`config.mk`:
```
export PLATFORM = sky130hd
export DESIGN_NAME = load_align_unit_flat
export DESIGN_NICKNAME = d
export VERILOG_FILES = /design/src/rtl/load_align_unit_if.sv /design/src/rtl/load_align_unit.sv /design/src/flat_wrapper.sv
export SDC_FILE = /design/constraint.sdc
export NUM_CORES = 1
export LEC_CHECK = 0
export BUFFER_PORTS_ARGS = -buffer_cell sky130_fd_sc_hd__buf_2
export CORE_MARGIN = 2
export CORE_UTILIZATION = 35
export CTS_CLUSTER_SIZE = 30
export DETAILED_ROUTE_END_ITERATION = 10
export GPL_TIMING_DRIVEN = 0
export SLEW_MARGIN = 20
export SYNTH_ARGS = -nofsm -noshare
export SYNTH_HDL_FRONTEND = slang
export SYNTH_SLANG_ARGS = --single-unit
```
`constraint.sdc`:
```
create_clock -name clk -period 3.1 [get_ports clk]
set_clock_uncertainty 0.2 [all_clocks]
set_input_delay 0.31 -clock clk [delete_from_list [all_inputs] [get_ports clk]]
set_output_delay 0.31 -clock clk [all_outputs]
set_load 0.1 [all_outputs]
```
`src/rtl/load_align_unit_if.sv`:
```
// load_align_unit_if: request, data-memory read and response channels of the
// load path, bundled so the memory stage, the memory and the unit share one
// connection.
//   slave  : view of load_align_unit
//   master : view of the surrounding environment (memory stage + data memory)
// ADDR_W must match the ADDR_W of the load_align_unit it is bound to.
interface load_align_unit_if #(
   parameter int ADDR_W = 32
);
   // request channel
   logic              req_valid;
   logic              req_ready;
   logic [ADDR_W-1:0] req_addr;
   logic [5:0]        req_op;

   // data-memory read channel
   logic              mem_rd_en;
   logic [ADDR_W-1:0] mem_addr;
   logic              mem_rd_valid;
   logic [31:0]       mem_rdata;

   // response channel
   logic              rsp_valid;
   logic              rsp_ready;
   logic [31:0]       rsp_data;
   logic              rsp_exc;

   modport slave (
      input  req_valid, req_addr, req_op,
      input  mem_rd_valid, mem_rdata,
      input  rsp_ready,
      output req_ready,
      output mem_rd_en, mem_addr,
      output rsp_valid, rsp_data, rsp_exc
   );

   modport master (
      output req_valid, req_addr, req_op,
      output mem_rd_valid, mem_rdata,
      output rsp_ready,
      input  req_ready,
      input  mem_rd_en, mem_addr,
      input  rsp_valid, rsp_data, rsp_exc
   );
endinterface

```
`src/rtl/load_align_unit.sv`:
```
// load_align_unit: multi-cycle load path between the memory stage and data
// memory. Accepts a load request, reads one or two 32-bit little-endian words,
// then aligns, merges and sign/zero-extends the addressed field. Misaligned
// accesses that are not served and reserved opcodes return an AdEL flag
// (rsp_exc) with rsp_data forced to 0 and no memory access.
//
// Build option:
//   MISALIGN_SPLIT_EN  defined   -> any alignment is served; accesses that cross
//                                   a word boundary use a second read beat.
//                      undefined -> LW with addr[1:0]!=0 and LH/LHU with odd
//                                   address raise AdEL; one beat at most.
//
// Reset is synchronous and active-low on port 'reset'.
module load_align_unit #(
   parameter int ADDR_W = 32
) (
   input  logic             clk,
   input  logic             reset,
   load_align_unit_if.slave bus
);

   // ---------------------------------------------------------------------
   // Opcodes and decode
   // ---------------------------------------------------------------------
   localparam logic [5:0] OP_LW  = 6'b100011;
   localparam logic [5:0] OP_LH  = 6'b100001;
   localparam logic [5:0] OP_LHU = 6'b100101;
   localparam logic [5:0] OP_LB  = 6'b100000;
   localparam logic [5:0] OP_LBU = 6'b100100;

   typedef struct packed {
      logic       ok;      // opcode is a supported load
      logic       sgn;     // sign-extend the field
      logic [2:0] nbytes;  // access size: 1, 2 or 4
   } dec_t;

   typedef enum logic [2:0] {
      IDLE,
      ISSUE0,
      WAIT0,
      ISSUE1,
      WAIT1,
      RESP
   } state_t;

   function automatic dec_t decode(input logic [5:0] op);
      dec_t d;
      d = '{ok: 1'b0, sgn: 1'b0, nbytes: 3'd0};
      case (op)
         OP_LW:   d = '{ok: 1'b1, sgn: 1'b1, nbytes: 3'd4};
         OP_LH:   d = '{ok: 1'b1, sgn: 1'b1, nbytes: 3'd2};
         OP_LHU:  d = '{ok: 1'b1, sgn: 1'b0, nbytes: 3'd2};
         OP_LB:   d = '{ok: 1'b1, sgn: 1'b1, nbytes: 3'd1};
         OP_LBU:  d = '{ok: 1'b1, sgn: 1'b0, nbytes: 3'd1};
         default: d = '{ok: 1'b0, sgn: 1'b0, nbytes: 3'd0};
      endcase
      return d;
   endfunction

   // ---------------------------------------------------------------------
   // State
   // ---------------------------------------------------------------------
   state_t            state, state_nx;
   logic [ADDR_W-1:0] addr_q;    // latched byte address
   dec_t              dec_q;     // latched decode of the opcode
   logic              exc_q;     // request ends in AdEL
   logic [31:0]       w0_q;      // first beat
   logic [23:0]       w1_q;      // second beat; only its low 3 bytes can reach the field

   // request-side decode, evaluated on the incoming request while IDLE
   dec_t              req_dec;
   logic              req_unserved;
   logic              req_exc;

   // datapath
   logic              crosses;   // access spills into the next word
   logic [ADDR_W-1:0] word_addr;
   logic [31:0]       field;
   logic [31:0]       ext;

   // internal copies of the outputs
   logic              req_ready;
   logic              mem_rd_en;
   logic [ADDR_W-1:0] mem_addr;
   logic              rsp_valid;

   // Classify the incoming request: unsupported opcode or unserved misalignment.
   always_comb begin
      // NOTE: every combinational output gets a default first, so no path through
      // the case/if below can leave a value unassigned and infer a latch.
      req_dec      = decode(bus.req_op);
      req_unserved = 1'b0;
`ifdef MISALIGN_SPLIT_EN
      req_unserved = 1'b0;
`else
      if (req_dec.nbytes == 3'd4)
         req_unserved = (bus.req_addr[1:0] != 2'b00);
      else if (req_dec.nbytes == 3'd2)
         req_unserved = bus.req_addr[0];
`endif
      req_exc = !req_dec.ok || req_unserved;
   end

   // Decide whether the latched access needs a second beat.
   always_comb begin
      crosses = 1'b0;
`ifdef MISALIGN_SPLIT_EN
      crosses = ({2'b00, addr_q[1:0]} + {1'b0, dec_q.nbytes}) > 4'd4;
`endif
   end

   assign word_addr = {addr_q[ADDR_W-1:2], 2'b00};

   // Next-state logic and handshake/memory strobes, all decoded from state.
   always_comb begin
      state_nx  = state;
      req_ready = 1'b0;
      mem_rd_en = 1'b0;
      mem_addr  = '0;
      rsp_valid = 1'b0;
      case (state)
         IDLE: begin
            req_ready = 1'b1;
            if (bus.req_valid)
               state_nx = req_exc ? RESP : ISSUE0;
         end
         ISSUE0: begin
            mem_rd_en = 1'b1;
            mem_addr  = word_addr;
            state_nx  = WAIT0;
         end
         WAIT0: begin
            if (bus.mem_rd_valid)
               state_nx = crosses ? ISSUE1 : RESP;
         end
         ISSUE1: begin
            // next word wraps modulo 2^ADDR_W
            mem_rd_en = 1'b1;
            mem_addr  = word_addr + ADDR_W'(4);
            state_nx  = WAIT1;
         end
         WAIT1: begin
            if (bus.mem_rd_valid)
               state_nx = RESP;
         end
         RESP: begin
            rsp_valid = 1'b1;
            if (bus.rsp_ready)
               state_nx = IDLE;
         end
         default: state_nx = IDLE;
      endcase
   end

   // State register plus request latch and read-beat capture.
   always_ff @(posedge clk) begin
      // NOTE: sequential state uses non-blocking assignments so every register
      // samples the pre-edge values, independent of statement order.
      if (!reset) begin
         // NOTE: the datapath registers are reset as well, so a response can
         // never expose data from a request dropped by reset.
         state  <= IDLE;
         addr_q <= '0;
         dec_q  <= '0;
         exc_q  <= 1'b0;
         w0_q   <= '0;
         w1_q   <= '0;
      end else begin
         state <= state_nx;
         case (state)
            IDLE: begin
               if (bus.req_valid) begin
                  addr_q <= bus.req_addr;
                  dec_q  <= req_dec;
                  exc_q  <= req_exc;
                  w0_q   <= '0;
                  w1_q   <= '0;   // single-beat loads merge against zero
               end
            end
            WAIT0: if (bus.mem_rd_valid) w0_q <= bus.mem_rdata;
            WAIT1: if (bus.mem_rd_valid) w1_q <= bus.mem_rdata[23:0];
            default: ;
         endcase
      end
   end

   // Merge the beats, shift the addressed bytes down, then extend to 32 bits.
   always_comb begin
      field = w0_q;
      case (addr_q[1:0])
         2'd0: field = w0_q;
         2'd1: field = {w1_q[7:0],  w0_q[31:8]};
         2'd2: field = {w1_q[15:0], w0_q[31:16]};
         2'd3: field = {w1_q[23:0], w0_q[31:24]};
         default: field = w0_q;
      endcase
      ext = field;
      case (dec_q.nbytes)
         3'd1:    ext = {{24{dec_q.sgn & field[7]}},  field[7:0]};
         3'd2:    ext = {{16{dec_q.sgn & field[15]}}, field[15:0]};
         default: ext = field;
      endcase
   end

   // Drive the interface; response fields are zero outside RESP and on AdEL.
   assign bus.req_ready = req_ready;
   assign bus.mem_rd_en = mem_rd_en;
   assign bus.mem_addr  = mem_addr;
   assign bus.rsp_valid = rsp_valid;
   assign bus.rsp_exc   = rsp_valid & exc_q;
   assign bus.rsp_data  = (rsp_valid && !exc_q) ? ext : 32'd0;

endmodule

```
`src/flat_wrapper.sv`:
```
// flat-port wrapper written by rule: the top's interface ports become plain ports
module load_align_unit_flat 
#(
   parameter int ADDR_W = 32
)
  (clk, reset, bus_req_valid, bus_req_addr, bus_req_op, bus_mem_rd_valid, bus_mem_rdata, bus_rsp_ready, bus_req_ready, bus_mem_rd_en, bus_mem_addr, bus_rsp_valid, bus_rsp_data, bus_rsp_exc);
  load_align_unit_if #(.ADDR_W(ADDR_W)) bus_i ();
  input  logic clk;
  input  logic reset;
  input wire logic [$bits(bus_i.req_valid)-1:0] bus_req_valid;
  input wire logic [$bits(bus_i.req_addr)-1:0] bus_req_addr;
  input wire logic [$bits(bus_i.req_op)-1:0] bus_req_op;
  input wire logic [$bits(bus_i.mem_rd_valid)-1:0] bus_mem_rd_valid;
  input wire logic [$bits(bus_i.mem_rdata)-1:0] bus_mem_rdata;
  input wire logic [$bits(bus_i.rsp_ready)-1:0] bus_rsp_ready;
  output wire logic [$bits(bus_i.req_ready)-1:0] bus_req_ready;
  output wire logic [$bits(bus_i.mem_rd_en)-1:0] bus_mem_rd_en;
  output wire logic [$bits(bus_i.mem_addr)-1:0] bus_mem_addr;
  output wire logic [$bits(bus_i.rsp_valid)-1:0] bus_rsp_valid;
  output wire logic [$bits(bus_i.rsp_data)-1:0] bus_rsp_data;
  output wire logic [$bits(bus_i.rsp_exc)-1:0] bus_rsp_exc;
  assign bus_i.req_valid = bus_req_valid;
  assign bus_i.req_addr = bus_req_addr;
  assign bus_i.req_op = bus_req_op;
  assign bus_i.mem_rd_valid = bus_mem_rd_valid;
  assign bus_i.mem_rdata = bus_mem_rdata;
  assign bus_i.rsp_ready = bus_rsp_ready;
  assign bus_req_ready = bus_i.req_ready;
  assign bus_mem_rd_en = bus_i.mem_rd_en;
  assign bus_mem_addr = bus_i.mem_addr;
  assign bus_rsp_valid = bus_i.rsp_valid;
  assign bus_rsp_data = bus_i.rsp_data;
  assign bus_rsp_exc = bus_i.rsp_exc;
  load_align_unit #(.ADDR_W(ADDR_W)) u_core (.clk(clk), .reset(reset), .bus(bus_i));
endmodule
```
=== Word level (Yosys, flattened, before mapping) ===
Index checks and enable logic that the tools add are counted.

* Register bits after elaboration: 96
* Bits in latches: 0
* Bits in writable memories: 0
* Bits in read-only memories: 0
* Word-level logic and storage cells: 69
* Memories: 0

* Add/subtract/negate cells: 1
* Multipliers: 0
* Divide/modulo/power cells: 0
* $lt $le $gt $ge: 0
* Equality and inequality tests: 22
* Shifts and indexed selects: 0
* Multiplexer cells: 21
* Bitwise operators: 3
* Reduce and logical (&&, ||, !) cells: 15

{| class="wikitable"
|+ Operator list
! kind !! number
|-
| 32-bit one-hot mux with 2 select lines || 3
|-
| 32-bit one-hot mux with 4 select lines || 1
|-
| 32-bit two-way mux || 3
|-
| 24-bit two-way mux || 2
|-
| 24-bit one-hot mux with 2 select lines || 1
|-
| 32-bit by 3-bit adder with 32-bit output, second input constant || 1
|-
| 6-bit equality test, second input constant || 5
|-
| 5-bit one-hot mux with 5 select lines || 1
|-
| 3-bit one-hot mux with 5 select lines || 1
|-
| 3-bit by 2-bit equality test with 1-bit output, second input constant || 4
|-
| 3-bit two-way mux || 4
|-
| 3-bit equality test, second input constant || 3
|-
| 3-bit AND reduction || 3
|-
| 2-bit != test, second input constant || 4
|-
| 3-bit by 1-bit equality test with 1-bit output, second input constant || 2
|-
| 2-bit nonzero test || 3
|-
| 1-bit two-way mux || 5
|-
| 2-bit equality test, second input constant || 2
|-
| 2-bit OR reduction || 2
|-
| 1-bit AND || 3
|-
| 3-bit logical NOT || 1
|-
| 2-bit by 1-bit equality test with 1-bit output, second input constant || 1
|-
| 1-bit logical NOT || 2
|-
| 2-bit logical NOT || 1
|-
| other kinds (4) || 4
|}

=== Longest topological paths before layout ===
Gate-level depths: netlist of the first run.

* Depth in word-level cells: 9
* Depth in mapped cells: 7
* Gate-level depth less buffers: 5

=== Worst setup path after synthesis of the first run ===
Ideal clock, no wire load.

* Path type: flip-flop to output port
* Start: register u_core.addr_q[2]
* End: output bus_mem_addr[24]
* Data arrival time: 3261 ps
* Path slack: -671 ps
* Cell stages (with the launch flop): 6
* Buffers on the path: 0
* Path through: dfxtp_1 -> ha_1 -> nand3_4 -> or4_4 -> or4_1 -> a21oi_1

* Cells in the longest elaborated chain, start to end: 2

{| class="wikitable"
|+ Ends and longest elaborated chain
! element !! line !! text
|-
| start, declared || load_align_unit.sv:64 || <nowiki>logic [ADDR_W-1:0] addr_q;</nowiki>
|-
| start signal, assigned || load_align_unit.sv:173 || <nowiki>addr_q <= bus.req_addr;</nowiki>
|-
| 32-bit by 3-bit adder with 32-bit output || load_align_unit.sv:139 || <nowiki>mem_addr = word_addr + ADDR_W'(4);</nowiki>
|-
| 32-bit one-hot mux with 2 select lines || load_align_unit.sv:121 || <nowiki>case (state)</nowiki>
|-
| end, declared || flat_wrapper.sv:18 || <nowiki>output wire logic [$bits(bus_i.mem_addr)-1:0] bus_mem_addr;</nowiki>
|}

No other way between the ends.

=== Worst setup path after layout of the first run ===
* Start: register u_core.addr_q[6]
* End: output bus_mem_addr[26]

The elaborated chain is that of the path after synthesis.

==> impl_results.md, run 1 <==
- Reg2reg start: u_core.state[2]$_SDFFE_PN0P_
- Met3 wire len: 1.44 mm
- DR iter-0 viols: 399
- Core region area: 16,000 µm²
- Worst setup path startpoint: u_core.addr_q[6]$_SDFFE_PN0P_
- CP Cell Sequence: nand3_1 > or4_4 > or4_1 > a21oi_4 > buf_12
- Root Driver: clkbuf_16
- Sequential power share: 35.0%
- Max clock buf depth: 2
- Met2 routed WL: 8.61 mm
- Lkg Pwr: 2.73 nW
- Slew @ Worst Pin: 719 ps
- Post-route clock period utilization: 97.8%
- Final Hold Fails: 2
- Switching Share: 43.2%
- Ranking of synthesized cells by area: dfxtp_1, mux4_2, nand2_1, a21boi_0, nand3_1
- Die W: 132 µm
- Overflow after GRT: 0
- EDFF count, synth: 0
- Pre-CTS WS: -219 ps
- Top-area cell type share of the netlist area: 33.3%
- Status: complete, but fails checks
- Slowest CP cell: or4_4
- Final setup fails: 0
- Setup WS post-layout: 68.2 ps
- HP Class: input pin to flop
- Initial antenna violation count: 0
- Crit path to: bus_mem_addr[26]
- Drt wl/cell: 17.6 µm
- Fmax achieved: 0.330 GHz
- Seq/Total Area, Yosys: 33.3%
- Clk pwr share: 27.5%
- Vias in the first global route: 5,258
- Gate power share: 37.5%
- Max stage delay on crit path: 610 ps
- Die Y-Extent: 132 µm
- Top Layer Used: met4
- Final WL: 19.0 mm
- Startpoint types: flop
- GRT Total Usage: 21.6%
- Period minus WS final: 3030 ps
- Starting Density: 36.1%
- Global-route wire length before repair: 29.4 mm
- Clk slew on worst S/H paths: 70 ps
- Max Slew Vio Count: 0
- CTS tree: done
- Wire length on met1: 8.67 mm
- R2R depth: 7
- Cell with the most instances after synthesis: nand2_1
- WP data required: 2590 ps
- I/O pin cnt: 143
- DRC violations left: 0
- Syn. warnings: 0
- Reg-to-reg endpoint: u_core.w0_q[18]$_SDFFE_PN0P_
- Pwr Density: 585 nW/µm²
- Clock sink total: 96
- WS Path Type: flop to output port
- Syn Std Cell Area: 5770 µm²
- Largest net degree at the start of global routing: 19
- Max VDD drop: 0.000341 V
- Detail Route Antenna Nets: 0
- Dpl cells: 1,057
- Internal: 0.00248 W
- First-pass DRT Iterations: 5
- WP data arrival: 2520 ps
- Pwr Total: 0.00437 W
- WHS: -3.67 ps
- Dominant cell type by area after synthesis: dfxtp_1
- Max_cap viols: 0
- ANT cells: 0
- Row count: 46
- Yosys cell types: 52
- CP endpoint kind: output port
- Yosys reg bits: 96
- Setup TNS: 0 ps
- Clock buffer count from CTS: 9
- DP HPWL: 14.3 mm
- Clk Latency, worst-skew pair: 360 ps
- Vias per inst: 5.33
- H-tree levels: 3
- Crit Path Max Fanout: 4
- Placed standard-cell area: 6860 µm²
- Worst R2R Setup Slack: 620 ps
- Synth async-reset ratio: 0%
- GP Congestion: 0.862
- Top FF cell, synth: dfxtp_1
- Port Buf Inserts: 139
- Mean Syn Cell Area: 8.24 µm²
- Total number of vias: 5,780
- Ratio of cells with drive above 1 in the final layout: 29.3%
- RSZ-0062 raised after global routing: false
- # nets final: 939
- Non-filler cells, final: 1,084
- Failing checks: negative hold slack
- Area Growth Syn to Fin: 29.3%
- NetSw: 0.00189 W
- Post-synth top cells: nand2_1, dfxtp_1, a21boi_0, nand3_1, clkbuf_1
- Die Footprint: 17,500 µm²
- Relative slew slack: 52.0%
- Design Area, Final: 7470 µm²
- Post-Syn Instances: 701
final cells by class:
class                           count  area (µm²)
Multi-Input combinational cell    537        3690
Fill cell                        1658        8530
Clock buffer                        9         225
Tap cell                          216         270
Inverter                            7        26.3
Sequential cell                    96        1930
Clock inverter                      7        85.1
Timing Repair Buffer              153         945
Buffer                             59         297
registers in the layout (all words and copies together), names as in the netlist:
name,flops
u_core.w0_q,32
u_core.state,3
u_core.addr_q,32
u_core.dec_q,4
u_core.exc_q,1
u_core.w1_q,24
how the worst min path moves through the flow:
stage | from | endpoint | cells after the start
5_1_grt | bus_mem_rdata[28] | u_core.w0_q[28]$_SDFFE_PN0P_ | 3
3_5_place_dp | u_core.w0_q[5]$_SDFFE_PN0P_ | u_core.w0_q[5]$_SDFFE_PN0P_ | 2
4_1_cts | bus_req_addr[12] | u_core.addr_q[12]$_SDFFE_PN0P_ | 3
3_3_place_gp | u_core.w0_q[5]$_SDFFE_PN0P_ | u_core.w0_q[5]$_SDFFE_PN0P_ | 2
2_1_floorplan | u_core.w0_q[3]$_SDFFE_PN0P_ | u_core.w0_q[3]$_SDFFE_PN0P_ | 2
6_report | bus_req_addr[5] | u_core.addr_q[5]$_SDFFE_PN0P_ | 3
repair_timing:
item / 4_1_cts / 5_1_grt
setup endpoints to repair: 29 / 25
pin swaps: 1 / 0
buffers inserted: 0 / 1
hold buffers: 12 / 1
hold endpoints to repair: 12 / 1
gates resized for setup: 41 / 15
logic make-up after synthesis:
| group | synth area share [%] |
|---|---|
| other cells | 0.0649 |
| mux | 12.7 |
| compound gates | 18.1 |
| xor+xnor | 1.82 |
| simple gates | 28.1 |
| buf+inv | 5.74 |
| fa+ha+maj | 0.217 |
| flops | 33.3 |
cell usage in the layout, fill, tap and decap left out, drive strengths merged, types with 4 or more instances in the layout:
master / count
buf: 157
nand2: 177
nor3: 6
or4: 9
nor3b: 4
nor2b: 10
a21boi: 91
or3: 8
nand4: 7
xnor2: 8
nor2: 19
dlygate4sd3: 13
o21ai: 12
inv: 11
mux4: 32
a21oi: 32
nor4: 6
dfxtp: 96
nand3: 71
o31ai: 7
xor2: 4
clkbuf: 51
routing by layer:
metal | up-vias | track usage [%]
met5 | - | 0
met4 | 0 | 5.91
met3 | 25 | 4.48
met2 | 221 | 33.1
met1 | 2729 | 30.8
li1 | 2805 | -
worst max-delay path: cells and delay by family (launching register included):
kind,cells,cell delay (ps)
flip-flops,1,410
buffers and inverters,1,190
AO/OA/AOI/OAI,1,200
AND/OR/NAND/NOR,3,1360
power by group through the flow:
stage | Sequential, W | Combinational, W | Clock (W)
detailed placement | 0.00154 | 0.00161 | 0
global placement | 0.00153 | 0.00160 | 0
finish | 0.00153 | 0.00164 | 0.00120
global route | 0.00155 | 0.00178 | 0.00127
CTS | 0.00152 | 0.00163 | 0.00122
floorplan | 0.00149 | 0.00120 | 0
stage by stage:
stage	hold WS, ps	util, %
after global routing	10.7	46.7
final	-3.67	46.7
after global placement	242	42.9
after detailed placement	247	42.9
after CTS	0.449	46.3
after floorplan	228	-
Note: power is estimated with default switching activity, not from simulation.
==> run 2: changes to the inputs <==
MAX_ROUTING_LAYER = met4   (was not set)
==> run 2 against run 1 <==
  * The run still ends with negative hold slack left
  * Register-to-register slack about the same
  * Core utilization unchanged
  * Combinational power about the same
  * Hold slack got worse by 1.8 ps
  * Cell area unchanged
  * Die area unchanged
  * Sequential cell count unchanged
  * Highest routed layer unchanged
==> impl_results.md, run 2 (synthesis results as in run 1) <==
- WS Path Type: flop to output port
- First-pass DRT Iterations: 5
- Largest net degree at the start of global routing: 19
- Clk Latency, worst-skew pair: 360 ps
- Clock buffer count from CTS: 9
- Die W: 132 µm
- DR iter-0 viols: 386
- Lkg Pwr: 2.73 nW
- Final Hold Fails: 2
- RSZ-0062 raised after global routing: false
- CTS tree: done
- DP HPWL: 14.3 mm
- Internal: 0.00248 W
- Final setup fails: 0
- Port Buf Inserts: 139
- Core region area: 16,000 µm²
- Crit Path Max Fanout: 4
- HP Class: input pin to flop
- # nets final: 939
- Slew @ Worst Pin: 726 ps
- Row count: 46
- Vias in the first global route: 5,253
- Die Y-Extent: 132 µm
- Pwr Density: 586 nW/µm²
- Largest regs: u_core.addr_q x32, u_core.w0_q x32, u_core.w1_q x24
- ANT cells: 0
- Fmax achieved: 0.329 GHz
- Sequential power share: 35.0%
- Status: complete, but fails checks
- Setup WS post-layout: 64.2 ps
- Detail Route Antenna Nets: 0
- Die Footprint: 17,500 µm²
- Most common cell after layout, fill and taps aside: nand2_1
- Vias per inst: 5.32
- Initial antenna violation count: 0
- Design Area, Final: 7470 µm²
- Area Growth Syn to Fin: 29.3%
- Clk pwr share: 27.5%
- WP data required: 2590 ps
- DRC violations left: 0
- Clock sink total: 96
- Relative slew slack: 51.6%
- Non-filler cells, final: 1,084
- Clk slew on worst S/H paths: 70 ps
- Drt wl/cell: 17.7 µm
- Overflow after GRT: 0
- Pre-CTS WS: -219 ps
- Global-route wire length before repair: 29.4 mm
- Starting Density: 36.1%
- Max Slew Vio Count: 0
- WP data arrival: 2530 ps
- Max VDD drop: 0.000343 V
- I/O pin cnt: 143
- Max clock buf depth: 2
- Post-route clock period utilization: 97.9%
- WHS: -5.52 ps
- GRT Total Usage: 22.2%
- Switching Share: 43.3%
- Root Driver: clkbuf_16
- NetSw: 0.00189 W
- Final WL: 19.1 mm
- Placed standard-cell area: 6860 µm²
- CP endpoint kind: output port
- Max_cap viols: 0
- Commonest cells after routing, fill and taps aside: nand2_1, buf_2, dfxtp_1, a21boi_0, nand3_1
- Gate power share: 37.5%
- Failing checks: negative hold slack
- Ratio of cells with drive above 1 in the final layout: 29.3%
- H-tree levels: 3
- Dpl cells: 1,057
- Period minus WS final: 3040 ps
- GP Congestion: 0.876
- Total number of vias: 5,768
- Startpoint types: flop
==> run 2: power groups by stage <==
stage               Clock [W]  Combinational [W]  Sequential (W)
finish                0.00120            0.00164         0.00153
global placement            0            0.00160         0.00153
detailed placement          0            0.00161         0.00154
floorplan                   0            0.00120         0.00149
CTS                   0.00122            0.00163         0.00152
global route          0.00127            0.00178         0.00155
==> run 2: cell type report <==
| cell class | count | area, µm² |
|---|---|---|
| Fill cell | 1658 | 8530 |
| Timing Repair Buffer | 153 | 945 |
| Buffer | 59 | 297 |
| Tap cell | 216 | 270 |
| Sequential cell | 96 | 1930 |
| Inverter | 7 | 26.3 |
| Clock buffer | 9 | 225 |
| Multi-Input combinational cell | 537 | 3690 |
| Clock inverter | 7 | 85.1 |
==> run 2: critical path: stages, from the launching register on <==
cell	delay, ps
dfxtp_1	410
nand3_1	170
or4_4	610
or4_1	580
a21oi_4	200
buf_12	190
==> run 2: repair_timing <==
action / CTS / global route
pin swaps: 1 / 0
buffers inserted: 0 / 1
hold buffers: 12 / 1
gates resized for setup: 41 / 15
setup endpoints to repair: 29 / 25
endpoints found under the hold margin: 12 / 1
==> run 2: metrics by stage <==
step / hold slack [ps] / TNS [ps] / util, % / power [W]
final: -5.52 / 0 / 46.7 / 0.00437
after global routing: 8.99 / 0 / 46.7 / 0.00460
after CTS: 0.449 / 0 / 46.3 / 0.00437
after detailed placement: 247 / -1850 / 42.9 / 0.00315
after global placement: 242 / -1820 / 42.9 / 0.00313
after floorplan: 228 / -94.7 / - / 0.00269
==> run 2: metal layers <==
layer  track usage [%]  routed length [µm]  vias to the layer above  part of all wire (%)
met5                 -                   0                        -                     0
met1              31.1                9000                     2747                    47
li1                  -                   -                     2807                     -
met3              4.60                1270                       15                   6.6
met4              4.90                 206                        0                   1.1
met2              33.2                8670                      199                    45
==> run 2: final timing paths <==
| path | slack [ps] | to | from | depth (start not counted) |
|---|---|---|---|---|
| setup / recovery | 60 | bus_mem_addr[26] | u_core.addr_q[6]$_SDFFE_PN0P_ | 5 |
| hold / removal | -6 | u_core.addr_q[5]$_SDFFE_PN0P_ | bus_req_addr[5] | 3 |
| setup reg to reg | 630 | u_core.w0_q[18]$_SDFFE_PN0P_ | u_core.state[2]$_SDFFE_PN0P_ | 7 |
| hold reg to reg | 260 | u_core.w0_q[5]$_SDFFE_PN0P_ | u_core.w0_q[5]$_SDFFE_PN0P_ | 2 |
==> run 3: changes to the inputs <==
CORE_MARGIN = not set   (was 2)
PLACE_DENSITY = 0.63   (was not set)
==> run 3 against run 2 <==
  * The run now ends clean
  * Sequential power hardly changed
  * Sequential cell count stayed put
  * Core utilization is 0.40 points lower
  * Non-clock buffer count is 9 lower
  * Die area is 3.0% lower
  * Cell area is 0.85% lower
  * Fmax is 0.13% lower
  * Hold slack better by 8.1 ps
  * Count of clock-buffer cells in the layout stayed put
  * First-iteration DRC count is 27% higher
  * Power is 0.11% higher
  * Clock power hardly changed
  * Critical path type unchanged
  * Critical endpoint is now bus_mem_addr[16]
==> impl_results.md, run 3 (synthesis results as in run 1) <==
- Status: finished, final reports clean
- Global-route wire length before repair: 28.8 mm
- Crit Path Max Fanout: 10
- Clock sink total: 96
- Max stage delay on crit path: 560 ps
- Fill count: 1,642
- Commonest cells after routing, fill and taps aside: nand2_1, buf_2, dfxtp_1, a21boi_0, nand3_1
- Final WL: 18.7 mm
- Clock buffer count from CTS: 9
- Total number of vias: 5,780
- WS Path Type: flop to output port
- Max Slew Vio Count: 0
- CP Cell Sequence: ha_4 > nand3_4 > or4_4 > buf_6 > or3_1 > a21oi_2 > buf_4
- Max_cap viols: 0
- H-tree levels: 3
- HP Class: input pin to flop
- Max VDD drop: 0.000311 V
- Final Hold Fails: 0
- Overflow after GRT: 0
- Area Growth Syn to Fin: 28.2%
- Die W: 130 µm
- Relative slew slack: 51.8%
- Clk slew on worst S/H paths: 70 ps
- Clk Latency, worst-skew pair: 350 ps
- # nets final: 930
- Ratio of cells with drive above 1 in the final layout: 29.2%
- CP endpoint kind: output port
- Reg2reg start: u_core.state[2]$_SDFFE_PN0P_
- Port Buf Inserts: 139
- DP HPWL: 14.1 mm
- Row count: 46
- Period minus WS final: 3040 ps
- Starting Density: 36.1%
- Post-route clock period utilization: 98.1%
- Final setup fails: 0
- Most common cell after layout, fill and taps aside: nand2_1
- Placed standard-cell area: 6860 µm²
- ANT cells: 0
- Slew @ Worst Pin: 722 ps
- First-pass DRT Iterations: 6
- Root Driver: clkbuf_16
- Initial antenna violation count: 0
- Drt wl/cell: 17.4 µm
- Fmax achieved: 0.329 GHz
- I/O pin cnt: 143
- Largest net degree at the start of global routing: 17
- Vias per inst: 5.38
- GP Congestion: 0.863
- WP data arrival: 2530 ps
- DR iter-0 viols: 489
- Reg-to-reg endpoint: u_core.w0_q[29]$_SDFFE_PN0P_
- Max clock buf depth: 2
- CP top delay family: simple AND/OR/NAND/NOR gates
- Die Footprint: 17,000 µm²
- Pwr Density: 591 nW/µm²
- Hold path startpoint: bus_req_addr[10]
- CP Depth: 7
- Lkg Pwr: 2.70 nW
- Slowest CP cell: or4_4
- Largest regs: u_core.addr_q x32, u_core.w0_q x32, u_core.w1_q x24
- Detail Route Antenna Nets: 0
- Die Y-Extent: 130 µm
- R2R depth: 7
- Worst R2R Setup Slack: 600 ps
- Core region area: 16,000 µm²
- Finished Core Util: 46.3%
- GRT Total Usage: 23.1%
- WP data required: 2590 ps
- Worst setup path startpoint: u_core.addr_q[2]$_SDFFE_PN0P_
- Crit path to: bus_mem_addr[16]
- Startpoint types: flop
- Vias in the first global route: 5,206
- CTS tree: done
- Design Area, Final: 7400 µm²
- CP bufs+invs: 2
- DRC violations left: 0
-- run 3: cell types whose count changed in the layout (fill, tap and decap cells not counted), moves of 2 or more --
cell / delta
dfxtp_2: -5
inv_6: -3
dfxtp_4: +2
clkinv_2: +3
buf_12: +2
dfxtp_1: +3
dlygate4sd3_1: -9
buf_6: -2
-- run 3: timing repair --
item                                    in CTS  in global routing
hold buffers                                 4                  0
pin swaps                                    0                  2
hold endpoints to repair                     4                  0
buffers inserted                             0                  0
endpoints found under the setup margin      29                 23
resized for setup                           41                 19
-- run 3: per-layer routing --
metal  track usage (%)  vias up  routed length (µm)
li1                  -     2787                   -
met5                 -        -                   0
met2              33.9      231                8380
met1              32.5     2739                8770
met3              3.09       23                1220
met4              8.32        0                 359
-- run 3: layout make-up --
type                       count  area, µm²  area share, %
timing repair buffer         143        862           11.6
multi-input combinational    537       3690           49.8
inverter                       7       26.3          0.355
clock buffer                   9        225           3.04
tap                          216        270           3.65
clock inverter                 7       95.1           1.28
sequential                    96       1930           26.1
buffer                        60        300           4.06
-- run 3: worst min path at each step --
stage | endpoint | slack, ps | cells past startpoint
after CTS | u_core.addr_q[24]$_SDFFE_PN0P_ | 1 | 3
after global routing | u_core.addr_q[3]$_SDFFE_PN0P_ | 7 | 3
final | u_core.addr_q[10]$_SDFFE_PN0P_ | 3 | 3
after global placement | u_core.w0_q[7]$_SDFFE_PN0P_ | 240 | 2
after floorplan | u_core.w0_q[3]$_SDFFE_PN0P_ | 230 | 2
after detailed placement | u_core.w0_q[6]$_SDFFE_PN0P_ | 250 | 2
-- run 3: power by group --
part	total (W)	internal (W)	switching, W	leakage (nW)
clock	0.00123	0.000710	0.000517	0.161
combinational	0.00162	0.000456	0.00117	1.76
sequential	0.00153	0.00137	0.000153	0.782
-- run 3: stage by stage --
stage | power, W | setup TNS (ps) | std cells | hold slack [ps] | worst slack (ps)
6_report | 0.00438 | 0 | 1075 | 2.56 | 60.2
5_1_grt | 0.00460 | -0.772 | 1075 | 7.05 | -0.772
4_1_cts | 0.00438 | 0 | 1075 | 1.29 | 1.07
3_5_place_dp | 0.00313 | -1460 | 1057 | 251 | -177
3_3_place_gp | 0.00312 | -1180 | 1057 | 241 | -153
2_1_floorplan | 0.00269 | -94.7 | 702 | 228 | -72.7
-- run 3: worst reg2reg max path, delay by kind of cell (launching register included) --
family                 cells  cell delay (ps)
AO/OA/AOI/OAI              2              310
buffers and inverters      3              960
flip-flops                 1              310
AND/OR/NAND/NOR            2              610
